--- src/rtl/riscv_imem_loader.sv ---
// -----------------------------------------------------------------------------
// riscv_imem_loader
//
// Boot-time program loader. Receives a byte stream over a valid/ready
// handshake. The frame is a 4-byte little-endian word count N followed by
// N little-endian 32-bit words. Each word is written to the RAM write port.
// The core is held in reset until the whole image has been written.
//
// Optional feature: define RISCV_LOADER_CHECKSUM_EN to require a trailing
// checksum byte. That byte is the mod-256 sum of all data bytes; the header
// bytes are not included in the sum.
//
// Ports:
//   clk          system clock
//   x_reset      asynchronous active-low reset
//   restart      synchronous pulse: abort any load, wait for a new header
//   rx_valid     byte available
//   rx_data      byte value
//   rx_ready     loader accepts the byte this cycle
//   mem_we       RAM write strobe, one cycle per word
//   mem_addr     RAM byte address
//   mem_wdata    RAM write data
//   core_x_reset active-low core reset (0 holds the core)
//   load_done    image loaded and core released
//   load_err     load failed, core stays held
// -----------------------------------------------------------------------------
module riscv_imem_loader #(
    parameter int          ADDR_W         = 10,
    parameter logic [31:0] BASE_ADDR      = 32'h0000_0000,
    parameter int          TIMEOUT_CYCLES = 1000000
) (
    input  logic        clk,
    input  logic        x_reset,
    input  logic        restart,
    input  logic        rx_valid,
    input  logic [7:0]  rx_data,
    output logic        rx_ready,
    output logic        mem_we,
    output logic [31:0] mem_addr,
    output logic [31:0] mem_wdata,
    output logic        core_x_reset,
    output logic        load_done,
    output logic        load_err
);

    typedef enum logic [2:0] {
        ST_HDR  = 3'd0,
        ST_DATA = 3'd1,
        ST_DONE = 3'd2,
        ST_ERR  = 3'd3
`ifdef RISCV_LOADER_CHECKSUM_EN
        , ST_CSUM = 3'd4
`endif
    } state_t;

    // State entered once the last data word (or an empty header) is taken.
`ifdef RISCV_LOADER_CHECKSUM_EN
    localparam state_t ST_TAIL = ST_CSUM;
`else
    localparam state_t ST_TAIL = ST_DONE;
`endif

    localparam logic [32:0] MAX_WORDS = 33'd1 << ADDR_W;
    localparam logic [31:0] TMO_LAST  = 32'(TIMEOUT_CYCLES - 1);

    state_t            state_r;
    state_t            state_s;
    logic [1:0]        byte_cnt_r;
    logic [23:0]       shift_r;
    logic [ADDR_W:0]   idx_r;
    logic [ADDR_W:0]   n_r;
    logic [31:0]       tmo_cnt_r;
`ifdef RISCV_LOADER_CHECKSUM_EN
    logic [7:0]        sum_r;
`endif

    logic              ready_s;
    logic              accept_s;
    logic              word_done_s;
    logic              tmo_run_s;
    logic              tmo_hit_s;
    logic              last_word_s;
    logic [31:0]       assembled_s;

    // Handshake, byte assembly and timeout decode.
    always_comb begin
        ready_s   = 1'b0;
        tmo_run_s = 1'b0;
        case (state_r)
            ST_HDR: begin
                ready_s   = 1'b1;
                // Idle before the first header byte never times out.
                tmo_run_s = (byte_cnt_r != 2'd0);
            end
            ST_DATA: begin
                ready_s   = 1'b1;
                tmo_run_s = 1'b1;
            end
`ifdef RISCV_LOADER_CHECKSUM_EN
            ST_CSUM: begin
                ready_s   = 1'b1;
                tmo_run_s = 1'b1;
            end
`endif
            default: begin
                ready_s   = 1'b0;
                tmo_run_s = 1'b0;
            end
        endcase
        // A restart cycle never consumes a byte.
        rx_ready    = ready_s && !restart;
        accept_s    = rx_valid && rx_ready;
        assembled_s = {rx_data, shift_r};
        word_done_s = accept_s && (byte_cnt_r == 2'd3);
        tmo_hit_s   = tmo_run_s && !accept_s && (tmo_cnt_r == TMO_LAST);
        last_word_s = ((idx_r + (ADDR_W+1)'(1)) == n_r);
    end

    // Next-state decision; restart overrides everything else.
    always_comb begin
        state_s = state_r;
        if (restart) begin
            state_s = ST_HDR;
        end else begin
            case (state_r)
                ST_HDR: begin
                    if (tmo_hit_s) begin
                        state_s = ST_ERR;
                    end else if (word_done_s) begin
                        if (assembled_s == 32'd0) begin
                            state_s = ST_TAIL;
                        end else if ({1'b0, assembled_s} > MAX_WORDS) begin
                            state_s = ST_ERR;
                        end else begin
                            state_s = ST_DATA;
                        end
                    end else begin
                        state_s = ST_HDR;
                    end
                end
                ST_DATA: begin
                    if (tmo_hit_s) begin
                        state_s = ST_ERR;
                    end else if (word_done_s && last_word_s) begin
                        state_s = ST_TAIL;
                    end else begin
                        state_s = ST_DATA;
                    end
                end
`ifdef RISCV_LOADER_CHECKSUM_EN
                ST_CSUM: begin
                    if (tmo_hit_s) begin
                        state_s = ST_ERR;
                    end else if (accept_s) begin
                        state_s = (rx_data == sum_r) ? ST_DONE : ST_ERR;
                    end else begin
                        state_s = ST_CSUM;
                    end
                end
`endif
                ST_DONE: state_s = ST_DONE;
                ST_ERR:  state_s = ST_ERR;
                default: state_s = ST_ERR;
            endcase
        end
    end

    // State register.
    always_ff @(posedge clk or negedge x_reset) begin
        if (!x_reset) begin
            state_r <= ST_HDR;
        end else begin
            state_r <= state_s;
        end
    end

    // Datapath, counters and registered outputs.
    always_ff @(posedge clk or negedge x_reset) begin
        if (!x_reset) begin
            byte_cnt_r   <= 2'd0;
            shift_r      <= 24'd0;
            idx_r        <= '0;
            n_r          <= '0;
            tmo_cnt_r    <= 32'd0;
            mem_we       <= 1'b0;
            mem_addr     <= BASE_ADDR;
            mem_wdata    <= 32'd0;
            core_x_reset <= 1'b0;
            load_done    <= 1'b0;
            load_err     <= 1'b0;
`ifdef RISCV_LOADER_CHECKSUM_EN
            sum_r        <= 8'd0;
`endif
        end else if (restart) begin
            byte_cnt_r   <= 2'd0;
            shift_r      <= 24'd0;
            idx_r        <= '0;
            n_r          <= '0;
            tmo_cnt_r    <= 32'd0;
            mem_we       <= 1'b0;
            mem_addr     <= BASE_ADDR;
            mem_wdata    <= 32'd0;
            core_x_reset <= 1'b0;
            load_done    <= 1'b0;
            load_err     <= 1'b0;
`ifdef RISCV_LOADER_CHECKSUM_EN
            sum_r        <= 8'd0;
`endif
        end else begin
            mem_we <= 1'b0;
            if (accept_s) begin
                byte_cnt_r <= byte_cnt_r + 2'd1;
                shift_r    <= assembled_s[31:8];
                tmo_cnt_r  <= 32'd0;
            end else if (tmo_run_s) begin
                tmo_cnt_r  <= tmo_cnt_r + 32'd1;
            end else begin
                tmo_cnt_r  <= 32'd0;
            end
            if (word_done_s && (state_r == ST_HDR)) begin
                n_r   <= assembled_s[ADDR_W:0];
                idx_r <= '0;
            end else if (word_done_s && (state_r == ST_DATA)) begin
                mem_we    <= 1'b1;
                mem_addr  <= BASE_ADDR + (32'(idx_r) << 2);
                mem_wdata <= assembled_s;
                idx_r     <= idx_r + (ADDR_W+1)'(1);
            end
`ifdef RISCV_LOADER_CHECKSUM_EN
            if (accept_s && (state_r == ST_DATA)) begin
                sum_r <= sum_r + rx_data;
            end
`endif
            load_done    <= (state_s == ST_DONE);
            load_err     <= (state_s == ST_ERR);
            // Release one cycle after DONE entry so the last write has landed.
            core_x_reset <= (state_r == ST_DONE);
        end
    end

endmodule

--- config.mk ---
export PLATFORM = sky130hd
export DESIGN_NAME = riscv_imem_loader
export DESIGN_NICKNAME = d
export VERILOG_FILES = /design/src/rtl/riscv_imem_loader.sv
export SDC_FILE = /design/constraint.sdc
export NUM_CORES = 1
export LEC_CHECK = 0
export BUFFER_PORTS_ARGS = -buffer_cell sky130_fd_sc_hd__buf_2
export CELL_PAD_IN_SITES_DETAIL_PLACEMENT = 0
export CELL_PAD_IN_SITES_GLOBAL_PLACEMENT = 1
export CORE_ASPECT_RATIO = 1.2
export CORE_MARGIN = 2
export CORE_UTILIZATION = 48
export CTS_CLUSTER_DIAMETER = 100
export DETAILED_ROUTE_END_ITERATION = 8
export HOLD_SLACK_MARGIN = 0.15
export PLACE_DENSITY_LB_ADDON = 0.1
export SLEW_MARGIN = 15
export SYNTH_ARGS = -nofsm -noshare
export SYNTH_HDL_FRONTEND = slang
export SYNTH_SLANG_ARGS = --single-unit
export TNS_END_PERCENT = 10
--- constraint.sdc ---
create_clock -name clk -period 6.75 [get_ports clk]
set_input_delay 2.025 -clock clk [delete_from_list [all_inputs] [get_ports clk]]
set_output_delay 2.025 -clock clk [all_outputs]
set_load 0.01 [all_outputs]
==> impl_metrics.ini <==
[clock_tree]
cts_setup_buffers = 0
cts.hold.buffers_added = 0
htreeDepth = 4
cts_made_buffers = 17
cts_buffer_depth = 2
cts_tree = built
cts_root_buf = clkbuf_16
clock_sinks = 129
clk-insertion-delay-late_ns = 0.41
cts_resized = 0
path_clk_slew_ns = 0.05

[grt]
grt-ovfl-total = 0
grt_pass1_wl_um = 23600
use_met2_pct = 34.9
grt_max_degree = 89
grt_antenna_before_repair = 0
grt_busiest_layer = met2
groute.layer.met1.usage_pct = 28.8
groute.layer.met3.usage_pct = 4.33
grt_use_total_pct = 21.4
grt_pass1_vias = 4715

[synthesis]
synth_xor_area_share_pct = 5.69
yosys.area_share.simple_pct = 28.1
synth_warnings = 0
synth_compound_area_share_pct = 7.91
netlist.area_leader.share_pct = 51.2
yosysTopAreaCell = dfrtp_1
netlist_instances = 677
synth_top_family_by_area = simple AND/OR/NAND/NOR gates
synth-edff-count = 0
synth_area_mm2 = 0.00631
async_reset_ff_share_pct = 100
synthTopCellsByArea = dfrtp_1 (51%), nand2_1 (9.0%), nand3b_1 (5.1%), xor2_1 (3.9%), o21ai_0 (3.3%)
ys_seq_area_share_pct = 51.2
synthAdderAreaFrac_pct = 0.793
synthMuxAreaShare_pct = 0.575
ys_seq_elements = 129
syn-mean-instance-area_um2 = 9.32
ys_types = 53
synth_ff_type = dfrtp_1

[floorplanning]
start_util_pct = 49.6
ios = 81
die-area_mm2 = 0.0141
core-area_mm2 = 0.0127
die_w_um = 109
fp.dieH_um = 130
num_rows = 45

[worst_hold_path]
hp-class = reg2reg
hold_path_end = tmo_cnt_r[0]
hold_depth = 1
min_from = tmo_cnt_r[0]

[pwr]
p_leak_nw = 3.46
peakVddDrop_v = 0.000138
fin_total_pwr_mw = 1.82
powerDensity_mw_per_mm2 = 251

[setup_path]
cp.arrival_ns = 2.46
worst_setup_path_end_kind = primary output
cp.required_ns = 4.72
ff2ff_path_depth = 7
r2r-start = idx_r[0]
worst-path-max-fanout = 2
crit_type = in2out
reg2reg_slack_ns = 4.27
start_kind = input pin
max_stage_delay_ns = 0.16
crit_buf_inv = 2
cpMaxStageDelayCell = nor2_1
critPathMostFrequentCell = buf_2
timing.rr.end = state_r[0]
path_cells = buf_2 -> nor2_1 -> buf_2
crit_family = buffers and inverters

[outcome]
outcome = finished clean

[sta]
fmax_mhz = 223
finalSetupTns_ns = 0
skew_ns = 0.00998
fin_crit_ns = 4.48
finalMaxSlewViolations = 0
rsz0062_at_grt = no
relSlewSlack_pct = 37.8
worst_pin_slew_ns = 0.933
finalHoldViolCount = 0
finalCritPeriodShare_pct = 66.4
finalSetupViolations = 0

[job]
maxCapViolCount = 0

[place]
routabilityCongestion = 0.812
hpwl_um = 9170
io_buffers = 59
placedCellCount = 865

[detailed_routing]
via_count = 4816
drtAntennaViolNets = 0
drt_iter0_drc = 335
wl_per_cell_um = 15.6
routed_wl_um = 14000
dr.pass1.iters = 4
drcViolationCount = 0
via_per_inst = 5.38

[cells_and_area]
syn2layout_area_growth_pct = 14.6
antennaDiodeCount = 0
nets = 736
drive_gt1_share_pct = 14.5
final_cell_count_no_fill = 896
[cell families after synthesis]
kind of cell	Yosys count
and+or+nand+nor	345
DFF	129
AOI/OAI and AO/OA	83
buffers and inverters	71
xor gates and xnor gates	41
adders and majority gates	4
muxes	3
other	1
[worst max-delay path by stage]
| stage | start | end | slack [ns] | cells past startpoint |
|---|---|---|---|---|
| 6_report | restart | rx_ready | 2.27 | 3 |
| 3_3_place_gp | restart | rx_ready | 2.32 | 3 |
| 2_1_floorplan | restart | rx_ready | 2.34 | 2 |
| 4_1_cts | restart | rx_ready | 2.25 | 3 |
| 5_1_grt | restart | rx_ready | 2.21 | 3 |
| 3_5_place_dp | restart | rx_ready | 2.25 | 3 |
[area by class of cell]
class                   instances  area, um^2
repair buffers                 65         343
fillers                      1186        5490
inverters                      10        37.5
well taps                     164         205
flip-flops and latches        129        3230
clock buffers                  18         429
clock inverters                13         189
multi-input cells             497        2800
[power breakdown]
group	internal [mW]	switching, mW	leakage [nW]
Sequential	0.782	0.0107	1.79
Combinational	0.0197	0.0486	1.37
Clock	0.616	0.339	0.296
[cells in the final DEF, fill, tap and decap left out, types with 3 or more instances in the layout]
cell type | netlist | layout
clkbuf_16 | 0 | 17
or3_1 | 4 | 4
dfrtp_1 | 129 | 129
xnor2_1 | 13 | 13
nand4_1 | 7 | 7
nand3b_1 | 43 | 43
bufinv_16 | 0 | 4
nor2b_1 | 3 | 3
and2_1 | 3 | 3
ha_1 | 4 | 4
nand2b_1 | 25 | 25
a21oi_1 | 20 | 20
o21ai_0 | 41 | 41
nor4_1 | 9 | 9
xor2_1 | 28 | 28
buf_4 | 24 | 7
nand3_1 | 21 | 20
conb_1 | 1 | 21
o211ai_1 | 3 | 3
nor2_1 | 45 | 45
clkinv_4 | 0 | 5
o31ai_1 | 4 | 4
nor3_1 | 8 | 8
and4_1 | 9 | 9
nand2_1 | 151 | 151
a31oi_1 | 4 | 4
inv_1 | 9 | 9
and3_1 | 4 | 4
buf_2 | 3 | 58
[layer usage]
metal / part of all wire (%) / vias up
met2: 49 / 104
met4: 1.4 / 0
li1: - / 2330
met1: 46 / 2364
met5: 0 / -
met3: 3.6 / 18
[registers in the layout, summed over array words and instances, names as in the netlist, 2 cells and up]
register	flops
tmo_cnt_r	32
state_r	2
idx_r	11
shift_r	24
mem_addr	11
byte_cnt_r	2
mem_wdata	32
n_r	11
[through the flow]
step / util, % / instance area [um^2] / setup slack, ns / hold WS, ns
2_1_floorplan: - / 6380 / 2.34 / 0.448
3_3_place_gp: 52.0 / 6620 / 2.32 / 0.468
3_5_place_dp: 52.0 / 6620 / 2.25 / 0.473
4_1_cts: 56.8 / 7230 / 2.25 / 0.480
5_1_grt: 56.8 / 7230 / 2.21 / 0.500
6_report: 56.8 / 7230 / 2.27 / 0.477
[Yosys cell counts (all sizes together), types with 13 or more instances]
cell,n
dfrtp,129
o21ai,41
buf,29
a21oi,20
xnor2,13
nand3,22
nand3b,43
xor2,28
nand2,151
nor2,45
clkbuf,32
nand2b,25
(Power assumes the default switching activity.)
